==> src/rtl/mtsp_launch.sv <==
// mtsp_launch: launch sequencer and per-core busy tracker for the MTSP array.
// Optional watchdog: define MTSP_LAUNCH_TIMEOUT_EN to enable the RUN timeout.
`ifndef MEITNER_CORE_SIZE
`define MEITNER_CORE_SIZE 4
`endif

module mtsp_launch #(
  parameter int CORE_SIZE      = `MEITNER_CORE_SIZE,
  parameter int TIMEOUT_CYCLES = 65536
) (
  input  logic                 CLK,
  input  logic                 nRST,
  input  logic                 LAUNCH_VALID,
  input  logic [CORE_SIZE-1:0] LAUNCH_MASK,
  output logic                 LAUNCH_READY,
  output logic [CORE_SIZE-1:0] CORE_START,
  input  logic [CORE_SIZE-1:0] CORE_BUSY,
  output logic [CORE_SIZE-1:0] ACTIVE,
  output logic                 BUSY,
  output logic                 DONE,
  output logic                 DONE_TIMEOUT
);

  typedef enum logic [1:0] {
    S_IDLE,
    S_START,
    S_RUN,
    S_DONE
  } state_t;

  state_t r_state;
  state_t w_state_nxt;

  logic [CORE_SIZE-1:0] r_mask;
  logic [CORE_SIZE-1:0] r_seen;
  logic [CORE_SIZE-1:0] r_fin;
  logic [CORE_SIZE-1:0] w_mask_nxt;
  logic [CORE_SIZE-1:0] w_seen_nxt;
  logic [CORE_SIZE-1:0] w_fin_nxt;

  logic                 r_ready;
  logic [CORE_SIZE-1:0] r_start;
  logic [CORE_SIZE-1:0] r_active;
  logic                 r_busy;
  logic                 r_done;
  logic                 r_timeout;

  logic w_accept;
  logic w_to_hit;
  logic w_timeout_nxt;

`ifdef MTSP_LAUNCH_TIMEOUT_EN
  localparam int CW = $clog2(TIMEOUT_CYCLES);

  logic [CW-1:0] r_cnt;

  // Watchdog counter: held at zero outside RUN, counts RUN cycles.
  always_ff @(posedge CLK) begin
    if (!nRST) begin
      r_cnt <= '0;
    end else if (r_state != S_RUN) begin
      r_cnt <= '0;
    end else begin
      r_cnt <= r_cnt + 1'b1;
    end
  end

  assign w_to_hit = (r_state == S_RUN) &&
                    (r_cnt == CW'(TIMEOUT_CYCLES - 1));
`else
  assign w_to_hit = 1'b0;
`endif

  assign w_accept = LAUNCH_VALID && r_ready;

  // State register plus latched mask and per-core progress bits.
  always_ff @(posedge CLK) begin
    if (!nRST) begin
      r_state <= S_IDLE;
      r_mask  <= '0;
      r_seen  <= '0;
      r_fin   <= '0;
    end else begin
      r_state <= w_state_nxt;
      r_mask  <= w_mask_nxt;
      r_seen  <= w_seen_nxt;
      r_fin   <= w_fin_nxt;
    end
  end

  // Next-state and tracking; completion is judged on the
  // updated fin so DONE lands the cycle after the last fall.
  always_comb begin
    w_state_nxt   = r_state;
    w_mask_nxt    = r_mask;
    w_seen_nxt    = r_seen;
    w_fin_nxt     = r_fin;
    w_timeout_nxt = 1'b0;
    unique case (r_state)
      S_IDLE: begin
        if (w_accept) begin
          w_mask_nxt = LAUNCH_MASK;
          w_seen_nxt = '0;
          w_fin_nxt  = '0;
          if (LAUNCH_MASK == '0) begin
            w_state_nxt = S_DONE;
          end else begin
            w_state_nxt = S_START;
          end
        end
      end
      S_START: begin
        w_state_nxt = S_RUN;
      end
      S_RUN: begin
        w_seen_nxt = r_seen | (r_mask & CORE_BUSY);
        w_fin_nxt  = r_fin |
                     (r_mask & r_seen & ~CORE_BUSY);
        if (w_fin_nxt == r_mask) begin
          w_state_nxt = S_DONE;
        end else if (w_to_hit) begin
          w_state_nxt   = S_DONE;
          w_timeout_nxt = 1'b1;
        end
      end
      S_DONE: begin
        w_state_nxt = S_IDLE;
      end
      default: begin
        w_state_nxt = S_IDLE;
      end
    endcase
  end

  // Registered outputs derived from the upcoming state.
  always_ff @(posedge CLK) begin
    if (!nRST) begin
      r_ready   <= 1'b0;
      r_start   <= '0;
      r_active  <= '0;
      r_busy    <= 1'b0;
      r_done    <= 1'b0;
      r_timeout <= 1'b0;
    end else begin
      r_ready   <= (w_state_nxt == S_IDLE) &&
                   (CORE_BUSY == '0);
      r_start   <= (w_state_nxt == S_START) ?
                   w_mask_nxt : '0;
      r_active  <= ((w_state_nxt == S_START) ||
                    (w_state_nxt == S_RUN)) ?
                   (w_mask_nxt & ~w_fin_nxt) : '0;
      r_busy    <= (w_state_nxt != S_IDLE);
      r_done    <= (w_state_nxt == S_DONE);
      r_timeout <= w_timeout_nxt;
    end
  end

  assign LAUNCH_READY = r_ready;
  assign CORE_START   = r_start;
  assign ACTIVE       = r_active;
  assign BUSY         = r_busy;
  assign DONE         = r_done;
  assign DONE_TIMEOUT = r_timeout;

endmodule

==> config.mk <==
export PLATFORM = sky130hd
export DESIGN_NAME = mtsp_launch
export DESIGN_NICKNAME = d
export VERILOG_FILES = /design/src/rtl/mtsp_launch.sv
export SDC_FILE = /design/constraint.sdc
export NUM_CORES = 1
export LEC_CHECK = 0
export ABC_AREA = 0
export CORE_UTILIZATION = 44
export DETAILED_ROUTE_END_ITERATION = 16
export PLACE_DENSITY = 0.74
export REMOVE_ABC_BUFFERS = 1
export SLEW_MARGIN = 40
export SYNTH_ARGS = -nofsm -noshare
export SYNTH_HDL_FRONTEND = slang
export SYNTH_SLANG_ARGS = --single-unit
==> constraint.sdc <==
create_clock -name CLK -period 1.9 [get_ports CLK]
set_input_delay 0.475 -clock CLK [delete_from_list [all_inputs] [get_ports CLK]]
set_output_delay 0.475 -clock CLK [all_outputs]
set_load 0.005 [all_outputs]
==> results.json <==
{
  "fp.dieH_um": 51.2,
  "min_period_over_period_pct": 100,
  "hold_class": "reg -> reg",
  "critPathArrivalTime_ps": 2150,
  "status": "complete, but fails checks",
  "nNetsFinal": 176,
  "vias": 988,
  "cp-start-kind": "flop",
  "holdBufCountCts": 0,
  "overflow": 0,
  "violations": "setup timing",
  "wl_per_cell_um": 14.4,
  "synth_area_um2": 1070,
  "clk_pin_slew_ps": 140,
  "fin_crit_ps": 1900,
  "clock_sinks": 25,
  "hold_viol_final": 0,
  "htree_levels": 1,
  "cts_tree": "done",
  "routed_via_density": 5.26,
  "num_antenna_cells": 0,
  "ys_types": 28,
  "slew_violations": 0,
  "cp.required_ps": 2150,
  "gp_congestion": 0.818,
  "die-area_um2": 2620,
  "netlist_top_cells_area": "dfxtp_1 (47%), nor2_1 (6.3%), nor2b_1 (5.3%)",
  "numCtsBuffers": 3,
  "rows": 17,
  "cts_buffer_depth": 2,
  "ant_nets": 0,
  "synth_common_cells": "dfxtp_1 (25), nor2_1 (18), nor2b_1 (9)",
  "ioPinCount": 23,
  "yosysTopAreaCell": "dfxtp_1",
  "peakVddDrop_mv": 0.554,
  "cts_root_buf": "clkbuf_4",
  "finalSetupTns_ps": -2.51,
  "antenna_found_initial": 0,
  "power_mw": 1.34,
  "synth_area_per_cell_um2": 9.03,
  "netlist_instances": 118,
  "synth_edf_count": 0,
  "grt_pass1_wl_um": 3790,
  "path_common_cell": "buf_4",
  "setup_viol": 1,
  "leakagePower_nw": 0.686,
  "ys_seq_area_share_pct": 46.9,
  "crit_fanout": 5,
  "use_met2_pct": 34.0,
  "synth_top_area_share_pct": 46.9,
  "synthFlopType": "dfxtp_1",
  "dp_hpwl_um": 1790,
  "drive_above_1_share_pct": 26.9,
  "fin_skew_ps": 11.7,
  "core_um2": 2250,
  "dieWidth_um": 51.2,
  "yosys_warnings": 0,
  "max_freq_ghz": 0.526,
  "grt_max_degree": 15,
  "drtIter0Drc": 19,
  "use_met3_pct": 3.57,
  "power.density_nw_per_um2": 849,
  "cp_slowest_cell": "a222oi_1",
  "dr.pass1.iters": 4,
  "insertion_delay_ps": 320,
  "critical_path.cell_chain": "nor2b_1, a222oi_1, a31oi_2, buf_4, buf_4, buf_4, buf_4, a21boi_2",
  "start_util_pct": 47.3,
  "io_buffers": 21,
  "end_kind": "flop",
  "drc": 0,
  "timing.max_cap.violations": 0,
  "top_usage_layer": "met2",
  "ys_seq_elements": 25,
  "gr-usage-met1_pct": 24.5,
  "grt_pass1_vias": 875,
  "routed_wl_um": 2710,
  "crit_type": "reg -> reg",
  "synth_most_common_cell": "dfxtp_1",
  "ys_async_sr_fraction_pct": 0,
  "fin_ws_ps": -2.51,
  "area_growth_syn_to_layout_pct": 47.9,
  "critPathMaxStageDelay_ps": 450,
  "grt_usage_pct": 19.9
}
[placed cells by master, fill, tap and decap left out, drive strengths merged, types with 2 or more instances in the layout]
cell type	instances
nand2	4
dlymetal6s2s	3
ha	4
buf	20
nor2b	9
a222oi	2
clkdlybuf4s50	18
a31oi	5
nand2b	6
nor3	4
mux2i	5
and2	5
dfxtp	25
a21oi	7
and3b	2
nor2	18
nor4	2
inv	8
clkbuf	3
[worst paths after layout]
path / start / endpoint / slack, ps / cells past startpoint
worst min register to register: r_seen[2] / r_seen[2] / 530 / 2
worst min-delay path: r_seen[2] / r_seen[2] / 530 / 2
worst max-delay path: r_mask[1] / BUSY / -3 / 8
worst max register to register: r_mask[1] / BUSY / -3 / 8
[timing repair]
item / 4_1_cts / 5_1_grt
pin swaps: 3 / 4
buffers inserted: 5 / 1
gates resized for setup: 6 / 14
setup endpoints to repair: 3 / 6
[state kept, by name, summed over array words and instances, names as in the netlist]
signal / flops
CORE_START: 4
BUSY: 1
LAUNCH_READY: 1
DONE: 1
r_mask: 4
r_fin: 4
r_seen: 4
r_state: 2
ACTIVE: 4
[cells by family (layout without fill, tap and decap cells)]
| group | Yosys count | in the layout | synth area share, % |
|---|---|---|---|
| AO/OA/AOI/OAI | 20 | 20 | 12.4 |
| adder cells (fa/ha/maj) | 4 | 4 | 4.70 |
| buffers and inverters | 11 | 53 | 4.34 |
| flip-flops | 25 | 25 | 46.9 |
| multiplexers | 5 | 5 | 4.70 |
| other | 1 | 1 | 0.352 |
| AND/OR/NAND/NOR | 52 | 52 | 26.5 |
[area by class of cell]
class                   instances  area (um^2)
fillers                       190          678
flip-flops and latches         25          502
well taps                      28         35.0
multi-input cells              82          614
clock buffers                   3         22.5
clock inverters                 1         5.00
inverters                       8         30.0
repair buffers                 41          368
[power by group]
group          leakage (nW)  switching (mW)  internal (mW)
combinational         0.466           0.253          0.285
clock                0.0177           0.160         0.0789
sequential            0.202          0.0109          0.551
total                 0.686           0.424          0.915
[layer usage]
metal | vias up | part of all wire, %
met4 | 0 | 2.8
met5 | - | 0
li1 | 484 | -
met3 | 10 | 4.2
met2 | 31 | 48
met1 | 463 | 45
[stage by stage]
stage	hold slack (ps)	cells	worst slack, ps	utilization, %	instance area (um^2)
2_1_floorplan	438	115	72.7	-	1050
4_1_cts	502	187	-23.1	66.7	1500
6_report	527	188	-2.51	69.9	1580
3_5_place_dp	471	178	-415	62.1	1400
3_3_place_gp	451	178	-386	62.1	1400
5_1_grt	566	188	-48.7	69.9	1580
[critical path, delay by kind of cell, from the launching register on]
kind / cells / cell delay [ps]
AOI/OAI and AO/OA: 3 / 780
buffers and inverters: 4 / 530
DFF: 1 / 380
and+or+nand+nor: 1 / 150
Power figures use the tool's default switching activity.
